`config.mk`:
```
export PLATFORM = sky130hd
export DESIGN_NAME = uart_calib_rx
export DESIGN_NICKNAME = d
export VERILOG_FILES = /design/src/rtl/uart_calib_rx_pkg.sv /design/src/rtl/uart_rx_byte.sv /design/src/rtl/uart_calib_rx.sv
export SDC_FILE = /design/constraint.sdc
export NUM_CORES = 1
export LEC_CHECK = 0
export CAP_MARGIN = 0
export CORE_MARGIN = 4
export CORE_UTILIZATION = 53
export DETAILED_ROUTE_END_ITERATION = 16
export GPL_ROUTABILITY_DRIVEN = 0
export PLACE_DENSITY = 0.76
export REMOVE_ABC_BUFFERS = 1
export SLEW_MARGIN = 20
export SYNTH_ARGS = -nofsm -noshare
export SYNTH_HDL_FRONTEND = slang
export SYNTH_SLANG_ARGS = --single-unit
```
`constraint.sdc`:
```
create_clock -name i_clock -period 3.7 [get_ports i_clock]
set_input_delay 0.925 -clock i_clock [delete_from_list [all_inputs] [get_ports i_clock]]
set_output_delay 0.925 -clock i_clock [all_outputs]
set_load 0.05 [all_outputs]
```
`src/rtl/uart_calib_rx_pkg.sv`:
```
// Shared constants and state types for the UART calibration command receiver.
package uart_calib_rx_pkg;

  localparam logic [7:0]  SYNC_BYTE_DEF = 8'hA5;
  localparam int unsigned FRAME_LEN     = 6;
  localparam logic [7:0]  CMD_CH1       = 8'h01;
  localparam logic [7:0]  CMD_CH2       = 8'h02;
  localparam logic [7:0]  CMD_BOTH      = 8'h03;
  localparam logic [17:0] COEF_RESET    = 18'h003FF;

  typedef enum logic [1:0] {
    R_IDLE,
    R_START,
    R_DATA,
    R_STOP
  } rx_state_t;

  typedef enum logic [$clog2(FRAME_LEN)-1:0] {
    P_SYNC,
    P_CMD,
    P_D2,
    P_D1,
    P_D0,
    P_CHK
  } parse_state_t;

  function automatic logic is_known_cmd(input logic [7:0] cmd);
    return (cmd == CMD_CH1) || (cmd == CMD_CH2) || (cmd == CMD_BOTH);
  endfunction

endpackage

```
`src/rtl/uart_rx_byte.sv`:
```
// 8N1 bit receiver: 2-FF line synchroniser, start-bit qualification and
// mid-bit sampling at 8*P clocks per bit.
module uart_rx_byte
  import uart_calib_rx_pkg::*;
#(
  parameter int unsigned DATA_WIDTH    = 8,
  parameter int unsigned PRESCALE_SIZE = 16
) (
  input  logic                     i_clock,
  input  logic                     i_reset,
  input  logic                     i_rx,
  input  logic [PRESCALE_SIZE-1:0] i_prescale,
  output logic [DATA_WIDTH-1:0]    o_byte,
  output logic                     o_byte_valid,
  output logic                     o_err,
  output logic                     o_busy
);

  localparam int unsigned CNT_W = PRESCALE_SIZE + 3;
  localparam int unsigned IDX_W = (DATA_WIDTH > 1) ? $clog2(DATA_WIDTH) : 1;

  rx_state_t                state;
  logic                     rx_meta;
  logic                     rx_sync;
  logic                     rx_prev;
  logic [PRESCALE_SIZE-1:0] prescale_eff;
  logic [PRESCALE_SIZE-1:0] prescale_lat;
  logic [CNT_W-1:0]         cnt;
  logic [CNT_W-1:0]         half_load;
  logic [CNT_W-1:0]         full_load;
  logic [IDX_W-1:0]         bit_idx;
  logic [DATA_WIDTH-1:0]    shift;

  always_comb begin
    prescale_eff = (i_prescale == '0) ? PRESCALE_SIZE'(1) : i_prescale;
    half_load    = {1'b0, prescale_eff, 2'b00} - CNT_W'(1);
    full_load    = {prescale_lat, 3'b000} - CNT_W'(1);
  end

  always_ff @(posedge i_clock) begin
    if (i_reset) begin
      rx_meta <= 1'b1;
      rx_sync <= 1'b1;
      rx_prev <= 1'b1;
    end else begin
      rx_meta <= i_rx;
      rx_sync <= rx_meta;
      rx_prev <= rx_sync;
    end
  end

  always_ff @(posedge i_clock) begin
    if (i_reset) begin
      state        <= R_IDLE;
      prescale_lat <= PRESCALE_SIZE'(1);
      cnt          <= '0;
      bit_idx      <= '0;
      shift        <= '0;
      o_byte       <= '0;
      o_byte_valid <= 1'b0;
      o_err        <= 1'b0;
      o_busy       <= 1'b0;
    end else begin
      o_byte_valid <= 1'b0;
      o_err        <= 1'b0;
      case (state)
        R_IDLE: begin
          // Prescale is captured here so mid-character changes have no effect.
          if (rx_prev && !rx_sync) begin
            prescale_lat <= prescale_eff;
            cnt          <= half_load;
            state        <= R_START;
            o_busy       <= 1'b1;
          end
        end
        R_START: begin
          if (cnt != '0) begin
            cnt <= cnt - CNT_W'(1);
          end else if (!rx_sync) begin
            cnt     <= full_load;
            bit_idx <= '0;
            state   <= R_DATA;
          end else begin
            state  <= R_IDLE;
            o_busy <= 1'b0;
          end
        end
        R_DATA: begin
          if (cnt != '0) begin
            cnt <= cnt - CNT_W'(1);
          end else begin
            shift <= {rx_sync, shift[DATA_WIDTH-1:1]};
            cnt   <= full_load;
            if (bit_idx == IDX_W'(DATA_WIDTH - 1)) begin
              state <= R_STOP;
            end else begin
              bit_idx <= bit_idx + IDX_W'(1);
            end
          end
        end
        R_STOP: begin
          if (cnt != '0) begin
            cnt <= cnt - CNT_W'(1);
          end else begin
            if (rx_sync) begin
              o_byte       <= shift;
              o_byte_valid <= 1'b1;
            end else begin
              o_err <= 1'b1;
            end
            state  <= R_IDLE;
            o_busy <= 1'b0;
          end
        end
        default: begin
          state  <= R_IDLE;
          o_busy <= 1'b0;
        end
      endcase
    end
  end

endmodule

```
`src/rtl/uart_calib_rx.sv`:
```
// Calibration command receiver: UART bytes framed as A5,CMD,D2,D1,D0,CHK
// become an additive coefficient and command code for the ADC controller.
module uart_calib_rx
  import uart_calib_rx_pkg::*;
#(
  parameter int unsigned          DATA_WIDTH    = 8,
  parameter int unsigned          PRESCALE_SIZE = 16,
  parameter int unsigned          COEF_WIDTH    = 18,
  parameter logic [DATA_WIDTH-1:0] SYNC_BYTE    = DATA_WIDTH'(SYNC_BYTE_DEF),
  parameter int unsigned          TIMEOUT_CLKS  = 2000000
) (
  input  logic                     i_clock,
  input  logic                     i_reset,
  input  logic                     i_rx,
  input  logic [PRESCALE_SIZE-1:0] i_prescale,
  output logic [DATA_WIDTH-1:0]    o_byte,
  output logic                     o_byte_valid,
  output logic [DATA_WIDTH-1:0]    o_cmd,
  output logic [COEF_WIDTH-1:0]    o_coef,
  output logic                     o_coef_valid,
  output logic                     o_err,
  output logic                     o_busy
);

  localparam int unsigned TMO_W   = $clog2(TIMEOUT_CLKS + 1);
  localparam int unsigned D2_BITS = COEF_WIDTH - 2 * DATA_WIDTH;

  logic [DATA_WIDTH-1:0] rx_byte;
  logic                  rx_valid;
  logic                  rx_err;

  parse_state_t          state;
  logic [DATA_WIDTH-1:0] cmd_sh;
  logic [DATA_WIDTH-1:0] d2_sh;
  logic [DATA_WIDTH-1:0] d1_sh;
  logic [DATA_WIDTH-1:0] d0_sh;
  logic [TMO_W-1:0]      tmo_cnt;
  logic                  frame_ok;

  uart_rx_byte #(
    .DATA_WIDTH   (DATA_WIDTH),
    .PRESCALE_SIZE(PRESCALE_SIZE)
  ) u_rx (
    .i_clock     (i_clock),
    .i_reset     (i_reset),
    .i_rx        (i_rx),
    .i_prescale  (i_prescale),
    .o_byte      (rx_byte),
    .o_byte_valid(rx_valid),
    .o_err       (rx_err),
    .o_busy      (o_busy)
  );

  assign o_byte       = rx_byte;
  assign o_byte_valid = rx_valid;

  always_comb begin
    frame_ok = (rx_byte == (cmd_sh ^ d2_sh ^ d1_sh ^ d0_sh)) &&
               (d2_sh[DATA_WIDTH-1:D2_BITS] == '0);
  end

  always_ff @(posedge i_clock) begin
    if (i_reset) begin
      state        <= P_SYNC;
      cmd_sh       <= '0;
      d2_sh        <= '0;
      d1_sh        <= '0;
      d0_sh        <= '0;
      tmo_cnt      <= '0;
      o_cmd        <= '0;
      o_coef       <= COEF_WIDTH'(COEF_RESET);
      o_coef_valid <= 1'b0;
      o_err        <= 1'b0;
    end else begin
      o_coef_valid <= 1'b0;
      o_err        <= 1'b0;
      // Byte, stop-bit error and timeout are mutually prioritised so a
      // single fault never yields two o_err pulses.
      if (rx_valid) begin
        tmo_cnt <= '0;
        case (state)
          P_SYNC: if (rx_byte == SYNC_BYTE) state <= P_CMD;
          P_CMD: begin
            cmd_sh <= rx_byte;
            state  <= P_D2;
          end
          P_D2: begin
            d2_sh <= rx_byte;
            state <= P_D1;
          end
          P_D1: begin
            d1_sh <= rx_byte;
            state <= P_D0;
          end
          P_D0: begin
            d0_sh <= rx_byte;
            state <= P_CHK;
          end
          P_CHK: begin
            if (frame_ok) begin
              o_cmd        <= cmd_sh;
              o_coef       <= {d2_sh[D2_BITS-1:0], d1_sh, d0_sh};
              o_coef_valid <= 1'b1;
            end else begin
              o_err <= 1'b1;
            end
            state <= P_SYNC;
          end
          default: state <= P_SYNC;
        endcase
      end else if (rx_err) begin
        o_err <= 1'b1;
        state <= P_SYNC;
      end else if (state != P_SYNC) begin
        if (tmo_cnt == TMO_W'(TIMEOUT_CLKS - 1)) begin
          o_err   <= 1'b1;
          state   <= P_SYNC;
          tmo_cnt <= '0;
        end else begin
          tmo_cnt <= tmo_cnt + TMO_W'(1);
        end
      end
    end
  end

endmodule

```
==> results of run 1 <==
[path summary, 6_finish.rpt]
path / from / end / slack (ns) / depth (start not counted)
setup / recovery: i_prescale[8] / u_rx.cnt[16] / 0.42 / 11
hold / removal: u_rx.rx_meta / u_rx.rx_sync / 0.41 / 1
setup reg to reg: u_rx.cnt[4] / u_rx.cnt[8] / 0.99 / 6
hold reg to reg: u_rx.rx_meta / u_rx.rx_sync / 0.41 / 1
[flip-flops by register name (all words and copies together), names as in the netlist, 16 cells and up, named ones only]
register	cells
o_coef	18
tmo_cnt	21
u_rx.cnt	19
u_rx.prescale_lat	16
[cell families (layout without fill, tap and decap cells)]
group,Yosys count,in the layout,share of synthesized area
flip-flops,146,146,0.3874
buffers and inverters,74,125,0.04793
adder cells (fa/ha/maj),11,11,0.01824
XOR/XNOR,75,75,0.09801
AND/OR/NAND/NOR,407,407,0.2632
AO/OA/AOI/OAI,177,177,0.1494
multiplexers,27,27,0.03582
[metrics by stage]
step           setup TNS (ns)  hold slack [ns]
2_1_floorplan               0           0.3895
3_3_place_gp                0           0.3910
3_5_place_dp         -0.01491           0.3949
4_1_cts                     0           0.4102
5_1_grt                     0           0.4430
6_report                    0           0.4109
[power groups by stage]
stage | Combinational (W) | Clock [W] | Sequential, W
finish | 0.00101 | 0.00167 | 0.00174
detailed placement | 0.000980 | 0 | 0.00177
floorplan | 0.000699 | 0 | 0.00175
CTS | 0.000990 | 0.00168 | 0.00173
global placement | 0.000973 | 0 | 0.00176
global route | 0.00110 | 0.00176 | 0.00175
[cell type report]
class                   count  area [um2]  area share
clock inverters             9       111.4     0.01265
clock buffers              19       452.9     0.05145
multi-input cells         697        4267      0.4847
repair buffers             86       783.3     0.08897
well taps                 180       225.2     0.02558
flip-flops and latches    146        2923      0.3320
inverters                  11       41.29    0.004690
[layer usage]
layer  vias up  part of all wire  track usage
met5         -                 0            0
met1      3121              0.44       0.3006
met3        38             0.059      0.03888
met4         0             0.023      0.09653
li1       3285                 -            -
met2       227              0.47       0.3775
[worst max-delay path: stages]
cell and delay, ns:
clkdlybuf4s50_1 0.42, or4_2 0.68, nor3_1 0.27, a21oi_1 0.15, ha_1 0.22, or3b_2 0.24
nor2_1 0.06, nor4b_2 0.16, xnor2_1 0.12, a311oi_1 0.28, o21a_1 0.15
[cell usage in the layout, fill, tap and decap left out, types with 12 or more instances in the layout]
master,count
a21oi_1,93
buf_4,31
clkbuf_16,17
clkdlybuf4s50_1,55
dfxtp_1,146
mux2i_1,27
nand2_1,181
nand3_1,21
nand4_1,13
nor2_1,81
nor3_1,17
nor4_1,12
xnor2_1,37
xor2_1,32
==> metrics.md, run 1 <==
| Metric | Value |
|---|---|
| Post-route setup slack | `0.4175 ns` |
| Clk_lat worst skew | `0.43 ns` |
| Synth top area share | `0.3874` |
| Final Hold Vio Count | `0` |
| Setup-violating endpoint count in the final report | `0` |
| Post-DP Area | `0.008233 mm2` |
| Post-Syn Area | `0.007545 mm2` |
| Outcome | `finished clean` |
| Post-cts sizing count | `0` |
| DR iter-0 viols | `606` |
| Die X | `127.3 um` |
| Power Internal | `0.003024 W` |
| CTS Sinks | `146` |
| Sequential share of power | `0.394` |
| Final min period | `3.282 ns` |
| Post-synth EDFFs | `0` |
| Pre-Repair DR Iteration Count | `7` |
| Post-route ant nets | `0` |
| Largest cells by area after synthesis | `dfxtp_1, nand2_1, a21oi_1, xnor2_1, nor2_1` |
| Critical path data arrival time | `3.65 ns` |
| Area growth, synth to finish | `16.68%` |
| Worst Max-Slew Pin Slew | `0.9405 ns` |
| GRT Total Usage | `0.2302` |
| Clk_skew | `0.01413 ns` |
| Final Cell Area | `0.008803 mm2` |
| Ports | `57` |
| Min-delay worst type | `register to register` |
| FMAX | `304.7 MHz` |
| Seq/Total Area, Yosys | `0.3874` |
| Vias in the first global route | `6,136` |
| Share of layout cells above drive strength 1 | `0.08884` |
| Post-CTS setup buffer count | `0` |
| Vias/cell | `5.811` |
| Relative slew slack | `0.3682` |
| Post-Place Cells | `1,120` |
| Clock share of power | `0.378` |
| CTS hold repair buffers | `0` |
| Tcrit/Tclk final | `0.8871` |
| Fraction of registers with async set/reset | `0` |
| Clock buffer count from CTS | `17` |
| CTS root buf | `clkbuf_16` |
| Pin count of the biggest net entering global routing | `46` |
| RSZ-0062 raised after global routing | `false` |
| Largest fanout on the critical path | `4` |
| Post-synthesis cell type count | `79` |
| Post-route non-filler standard cell count | `1,148` |
| Floorplan die height | `127.3 um` |
| I/O Buffers | `56` |
| Drc violations | `0` |
| Util after Layout | `0.6318` |
| Largest area contributor in the netlist | `dfxtp_1` |
| CTS tree | `yes` |
| Top_reg_cell synth | `dfxtp_1` |
| Core area | `0.01393 mm2` |
| Power Total | `0.004414 W` |
| Critical Path Start Type | `primary input` |
| Fillers | `1,207` |
| PD cells | `501.4 mW/mm2` |
| First-pass GRT wire length | `30.28 mm` |
| Max Buffers Root-to-Sink | `2` |
| Combinational share of power | `0.229` |
| Static Leak | `3.317 nW` |
| Max cap viols | `0` |
| Grt total ovfl | `0` |
| Net Sw Frac | `0.3150` |
| NumNets Final | `989` |
| Diodes inserted | `0` |
| Clock-pin slew of the registers on the worst-case setup and hold paths | `0.06 ns` |
| Max VDD drop | `338.7 uV` |
| Dpl ws | `-0.01491 ns` |
| Sw power | `0.001391 W` |
| Worst endpoint required time | `4.07 ns` |
| Slew Limit Fails | `0` |
| Ys Warns | `0` |
| Syn_area_per_cell | `8.228 um2` |
| Rows | `43` |
| CP endpoint kind | `register` |
| H-tree depth | `4` |
| Most common cell in the synthesized netlist | `nand2_1` |
| CP Class | `primary input to register` |
| Vias | `6,671` |
| Routed wire length | `18.41 mm` |
| Synth Instances | `917` |
| Initial antenna violation count | `0` |
| Synth Register Bits | `146` |
| Wire per inst | `16.04 um` |
| DP Wirelength | `12.65 mm` |
| Post-synth top cells | `nand2_1, dfxtp_1, a21oi_1, nor2_1, xnor2_1` |
| Initial Util | `0.5414` |
| Die area | `0.01621 mm2` |
Power figures use the tool's default switching activity.
==> run 2: changes to the inputs <==
- SLEW_MARGIN: 20 -> 10
==> run 2 against run 1 <==
  * Final area about the same
  * Power about the same
  * Global-route usage unchanged
  * Core utilization about the same
  * Register-to-register slack about the same
  * Via count up 0.39%
  * Non-clock buffer count unchanged
  * First-iteration DRC count down 3.1%
  * Setup slack worse by 0.0079 ns
  * Largest power group unchanged
  * Count of clock-buffer cells in the layout unchanged
  * Maximum frequency down 0.24%
  * Wire length up 0.15%
==> metrics.md, run 2 (same netlist as run 1, synthesis figures left out) <==
| Metric | Value |
|---|---|
| Largest fanout on the critical path | `4 (unchanged)` |
| Crit path max-delay family | `simple AND/OR/NAND/NOR gates` |
| Pre-Repair DR Iteration Count | `5 (-2)` |
| Grt total ovfl | `0 (unchanged)` |
| Hold WS | `0.4110 ns (+0.00009300 ns)` |
| Drc violations | `0 (unchanged)` |
| Post-CTS setup buffer count | `0 (unchanged)` |
| Max VDD drop | `339.1 uV (+0.10%)` |
| Routed wire length | `18.44 mm (+0.15%)` |
| Critical R2R Launch | `u_rx.cnt[4]` |
| Worst r2r path cells | `6 (unchanged)` |
| Post-DP Area | `0.008233 mm2 (unchanged)` |
| FF-to-FF setup slack | `1.00 ns (about the same)` |
| GRT Total Usage | `0.2302 (unchanged)` |
| Static Leak | `3.317 nW (about the same)` |
| Worst Hold Launch | `u_rx.rx_meta` |
| CP Class | `primary input to register` |
| Vias/cell | `5.834 (+0.39%)` |
| Max reg flops | `21 (unchanged)` |
| Critical Path Start Type | `primary input` |
| Critical Path Slowest Stage Cell | `or4_2` |
| Ports | `57 (unchanged)` |
| Post-route ant nets | `0 (unchanged)` |
| Critical path data arrival time | `3.66 ns (about the same)` |
| Biggest register | `tmo_cnt` |
| Initial Util | `0.5414 (unchanged)` |
| Min-delay worst type | `register to register` |
| DP Wirelength | `12.65 mm (unchanged)` |
| Final min period | `3.290 ns (+0.007920 ns)` |
| Vias | `6,697 (+0.39%)` |
| Tcrit/Tclk final | `0.8893 (+0.002141)` |
| Fin Setup TNS | `0 ns (unchanged)` |
| NumNets Final | `989 (unchanged)` |
| Post-cts sizing count | `0 (unchanged)` |
| Outcome | `finished clean` |
| Vias in the first global route | `6,136 (unchanged)` |
| CTS Sinks | `146 (unchanged)` |
| Worst Max-Slew Pin Slew | `1.040 ns (+0.09946 ns)` |
| Fillers | `1,209 (+0.17%)` |
| Crit-path max cell delay | `0.68 ns (about the same)` |
| Die area | `0.01621 mm2 (unchanged)` |
| CP endpoint kind | `register` |
| Final Cell Area | `0.008797 mm2 (about the same)` |
| CTS tree | `yes` |
| Clock buffer count from CTS | `17 (unchanged)` |
| Util after Layout | `0.6313 (about the same)` |
| Initial antenna violation count | `0 (unchanged)` |
| Rows | `43 (unchanged)` |
| RSZ-0062 raised after global routing | `false` |
| Worst hold path cell count | `1 (unchanged)` |
| FMAX | `303.9 MHz (-0.24%)` |
| WHS Endpoint | `u_rx.rx_sync` |
| Clock-pin slew of the registers on the worst-case setup and hold paths | `0.06 ns (about the same)` |
| Core area | `0.01393 mm2 (unchanged)` |
| Clk_lat worst skew | `0.43 ns (about the same)` |
| Buf/Inv on CP | `1 (unchanged)` |
| Final Hold Vio Count | `0 (unchanged)` |
| First-pass GRT wire length | `30.28 mm (unchanged)` |
| DR iter-0 viols | `587 (-3.1%)` |
| Area growth, synth to finish | `16.60% (about the same)` |
| Worst endpoint required time | `4.07 ns (about the same)` |
| I/O Buffers | `56 (unchanged)` |
| Reg2reg end | `u_rx.cnt[8]` |
| Clk_skew | `0.01403 ns (-0.00009860 ns)` |
| Commonest non-fill, non-tap cell in the layout | `nand2_1` |
| Pin count of the biggest net entering global routing | `46 (unchanged)` |
| Commonest cells after routing, fill and taps aside | `nand2_1, dfxtp_1, a21oi_1` |
| Largest regs | `tmo_cnt: 21 flops, u_rx.cnt: 19 flops, o_coef: 18 flops` |
| Slew Limit Fails | `0 (unchanged)` |
| Setup-violating endpoint count in the final report | `0 (unchanged)` |
| H-tree depth | `4 (unchanged)` |
| Max Buffers Root-to-Sink | `2 (unchanged)` |
| Wire per inst | `16.06 um (+0.15%)` |
| Relative slew slack | `0.3003 (-0.06788)` |
| Die X | `127.3 um (unchanged)` |
| Worst path cell trace | `clkdlybuf4s50_1, or4_2, nor3_1, a21oi_1, ha_1, or3b_2, nor2_1, nor4b_2, xnor2_1, a311oi_1, o21a_1` |
| Post-Place Cells | `1,120 (unchanged)` |
| Post-route non-filler standard cell count | `1,148 (unchanged)` |
| Share of layout cells above drive strength 1 | `0.08781 (-0.001033)` |
| CTS hold repair buffers | `0 (unchanged)` |
| Floorplan die height | `127.3 um (unchanged)` |
| Max cap viols | `0 (unchanged)` |
| CTS root buf | `clkbuf_16` |
| PD cells | `501.8 mW/mm2 (about the same)` |
| Diodes inserted | `0 (unchanged)` |
[run 2: cell counts in the layout (fill, tap and decap cells not counted)]
No cell type changed its count.
[run 2: worst register-to-register path: cells and delay by family (launching register included)]
| family | cells | cell delay [ns] |
|---|---|---|
| compound gates | 2 | 0.59 |
| flops | 1 | 0.40 |
| simple gates | 4 | 1.60 |
[run 2: routing by layer]
metal	global-route usage	wire [um]	share of wire
met5	0	0	0
met4	0.09653	459	0.025
met3	0.03888	1017	0.055
met2	0.3775	8677	0.47
met1	0.3006	8286	0.45
[run 2: how the worst max path moves through the flow]
stage / start / to / slack (ns) / depth (start not counted)
floorplan: u_rx.o_byte[3] / o_coef[0] / 0.41 / 6
finish: i_prescale[8] / u_rx.cnt[16] / 0.41 / 11
global route: i_prescale[8] / u_rx.cnt[16] / 0.16 / 11
global placement: i_prescale[8] / u_rx.cnt[16] / 0.03 / 11
CTS: i_prescale[8] / u_rx.cnt[16] / 0.43 / 11
detailed placement: i_prescale[8] / u_rx.cnt[16] / -0.01 / 11
[run 2: per-stage QoR]
stage	total power, W	setup slack [ns]
after CTS	0.004407	0.4287
after global routing	0.004603	0.1579
after detailed placement	0.002747	-0.01491
after floorplan	0.002450	0.4056
final	0.004414	0.4096
after global placement	0.002737	0.02779
[run 2: cell type report]
cell class | instances | area, um2 | area share
Multi-Input combinational cell | 697 | 4260 | 0.4843
Sequential cell | 146 | 2923 | 0.3322
Timing Repair Buffer | 86 | 783.3 | 0.08903
Clock buffer | 19 | 452.9 | 0.05149
Tap cell | 180 | 225.2 | 0.02560
Clock inverter | 9 | 111.4 | 0.01266
Inverter | 11 | 41.29 | 0.004693
[run 2: where the power goes]
group          switching (W)  total [W]  internal, W
Sequential         0.0000982    0.00174      0.00164
Clock               0.000656    0.00167      0.00101
Combinational       0.000636    0.00101     0.000373
Total                0.00139    0.00441      0.00302
==> run 3: changes to the inputs <==
- CORE_UTILIZATION: 53 -> 47
- PLACE_DENSITY: 0.76 -> 0.69
- SKIP_CTS_REPAIR_TIMING: unset -> 1
==> run 3 against run 2 <==
  * Core utilization decreased by 7.0 points
  * Hold slack improved by 0.024 ns
  * Largest power group is now clock
  * Sequential power about the same
  * Critical path depth increased by 1
  * Count of clock-buffer cells in the layout unchanged
  * Die area increased by 12%
  * Maximum frequency increased by 1.1%
  * Largest cell class unchanged
  * Sequential share of layout area decreased by 0.35 points
==> metrics.md, run 3 (same netlist as run 1, synthesis figures left out) <==
| Metric | Value |
|---|---|
| Die area | `0.01814 mm2 (+12%)` |
| Max Buffers Root-to-Sink | `2 (unchanged)` |
| Area growth, synth to finish | `17.83%` |
| Post-route ant nets | `0 (unchanged)` |
| Buf/Inv on CP | `2 (+1)` |
| RSZ-0062 raised after global routing | `false` |
| Largest regs | `tmo_cnt: 21 flops, u_rx.cnt: 19 flops, o_coef: 18 flops` |
| Commonest non-fill, non-tap cell in the layout | `nand2_1` |
| Worst path cell trace | `clkdlybuf4s50_1, or4_2, nor3_1, buf_4, a21oi_1, ha_1, or3b_2, nor2_1, nor4b_2, xnor2_1, a311oi_1, o21a_1` |
| Crit-path max cell delay | `0.70 ns (+0.02 ns)` |
| Post-route setup slack | `0.4464 ns (+0.03680 ns)` |
| Initial antenna violation count | `0 (unchanged)` |
| Pin count of the biggest net entering global routing | `75 (+63%)` |
| CP endpoint kind | `register` |
| Worst endpoint required time | `4.07 ns (about the same)` |
| Wire per inst | `15.51 um (-3.5%)` |
| Clk_lat worst skew | `0.42 ns (about the same)` |
| Crit path max-delay family | `simple AND/OR/NAND/NOR gates` |
| Clk_skew | `0.01040 ns (-0.003633 ns)` |
| Floorplan die height | `134.7 um (+5.8%)` |
| PD cells | `509.4 mW/mm2 (+1.5%)` |
| Post-DP Area | `0.008275 mm2 (+0.52%)` |
| Critical Path Slowest Stage Cell | `or4_2` |
| Slew Limit Fails | `0 (unchanged)` |
| Ports | `57 (unchanged)` |
| Drc violations | `0 (unchanged)` |
| Reg area | `0.002923 mm2 (unchanged)` |
| DR iter-0 viols | `546 (-7.0%)` |
| Grt total ovfl | `0 (unchanged)` |
| Max reg flops | `21 (unchanged)` |
| Core area | `0.01583 mm2 (+14%)` |
| DP Wirelength | `12.53 mm (-0.99%)` |
| Fillers | `1,478 (+22%)` |
| Clock-pin slew of the registers on the worst-case setup and hold paths | `0.06 ns (about the same)` |
| Vias/cell | `5.555 (-4.8%)` |
| Critical path data arrival time | `3.62 ns (-0.04 ns)` |
| Tcrit/Tclk final | `0.8793 (-0.009945)` |
| Commonest cells after routing, fill and taps aside | `nand2_1, dfxtp_1, a21oi_1` |
| Multi-input gate area in the final layout | `0.004260 mm2 (unchanged)` |
| Setup-violating endpoint count in the final report | `0 (unchanged)` |
| Rows | `46 (+7.0%)` |
| Post-route non-filler standard cell count | `1,186 (+3.3%)` |
| Dpl ws | `0.03451 ns (+0.04942 ns)` |
| CP Class | `primary input to register` |
| Routed wire length | `18.39 mm (-0.25%)` |
| First-pass GRT wire length | `30.85 mm (+1.9%)` |
| Max VDD drop | `502.1 uV (+48%)` |
| Final Hold Vio Count | `0 (unchanged)` |
| Biggest register | `tmo_cnt` |
| Diodes inserted | `0 (unchanged)` |
| Vias in the first global route | `6,160 (+0.39%)` |
| H-tree depth | `4 (unchanged)` |
| Outcome | `finished clean` |
| Final min period | `3.254 ns (-0.03680 ns)` |
| Min-delay worst type | `register to register` |
| Critical Path Start Type | `primary input` |
| CTS root buf | `clkbuf_16` |
| Post-Place Cells | `1,154 (+3.0%)` |
| Share of layout cells above drive strength 1 | `0.08866 (+0.0008499)` |
| Vias | `6,588 (-1.6%)` |
| Fin Setup TNS | `0 ns (unchanged)` |
| Initial Util | `0.4767 (-0.06476)` |
| Max cap viols | `0 (unchanged)` |
| CTS tree | `yes` |
| NumNets Final | `987 (-0.20%)` |
| Die X | `134.7 um (+5.8%)` |
| Relative slew slack | `0.2578 (-0.04255)` |
| Pre-Repair DR Iteration Count | `5 (unchanged)` |
| Static Leak | `3.335 nW (+0.55%)` |
| Worst Max-Slew Pin Slew | `1.103 ns (+0.06324 ns)` |
| I/O Buffers | `56 (unchanged)` |
| Clock buffer count from CTS | `17 (unchanged)` |
| CTS Sinks | `146 (unchanged)` |
| Final Cell Area | `0.008890 mm2 (+1.1%)` |
| Largest fanout on the critical path | `4 (unchanged)` |
| FMAX | `307.4 MHz (+1.1%)` |
| GRT Total Usage | `0.2076 (-0.02257)` |
## run 3: metal layers
| layer | vias up | routed length, um | global-route usage | part of all wire |
|---|---|---|---|---|
| li1 | 3292 | - | - | - |
| met1 | 3103 | 8746 | 0.2861 | 0.48 |
| met2 | 172 | 8491 | 0.3338 | 0.46 |
| met3 | 21 | 859 | 0.04173 | 0.047 |
| met4 | 0 | 296 | 0.05543 | 0.016 |
| met5 | - | 0 | 0 | 0 |
## run 3: cell type report
type	instances	area share
Sequential cell	146	0.3288
Clock inverter	13	0.01928
Inverter	11	0.004645
Tap cell	216	0.03040
Multi-Input combinational cell	697	0.4792
Timing Repair Buffer	84	0.08783
Clock buffer	19	0.04982
## run 3: stage by stage
stage	hold slack, ns	power [W]	util
6_report	0.4346	0.004529	0.5617
2_1_floorplan	0.3895	0.002450	-
4_1_cts	0.4518	0.004542	0.5617
3_3_place_gp	0.4330	0.002751	0.5228
5_1_grt	0.4564	0.004735	0.5617
3_5_place_dp	0.4304	0.002758	0.5228
## run 3: worst paths after layout
kind / startpoint / to / slack (ns) / depth (start not counted)
max: i_prescale[8] / u_rx.cnt[16] / 0.45 / 12
max reg2reg: u_rx.state[0] / u_rx.cnt[9] / 1.00 / 6
min reg2reg: u_rx.rx_meta / u_rx.rx_sync / 0.43 / 1
min: u_rx.rx_meta / u_rx.rx_sync / 0.43 / 1
## run 3: power breakdown
group	internal, W	total, W	switching, W
Clock	0.00109	0.00179	0.000695
Combinational	0.000375	0.00101	0.000634
Sequential	0.00164	0.00173	0.0000961
Total	0.00310	0.00453	0.00142
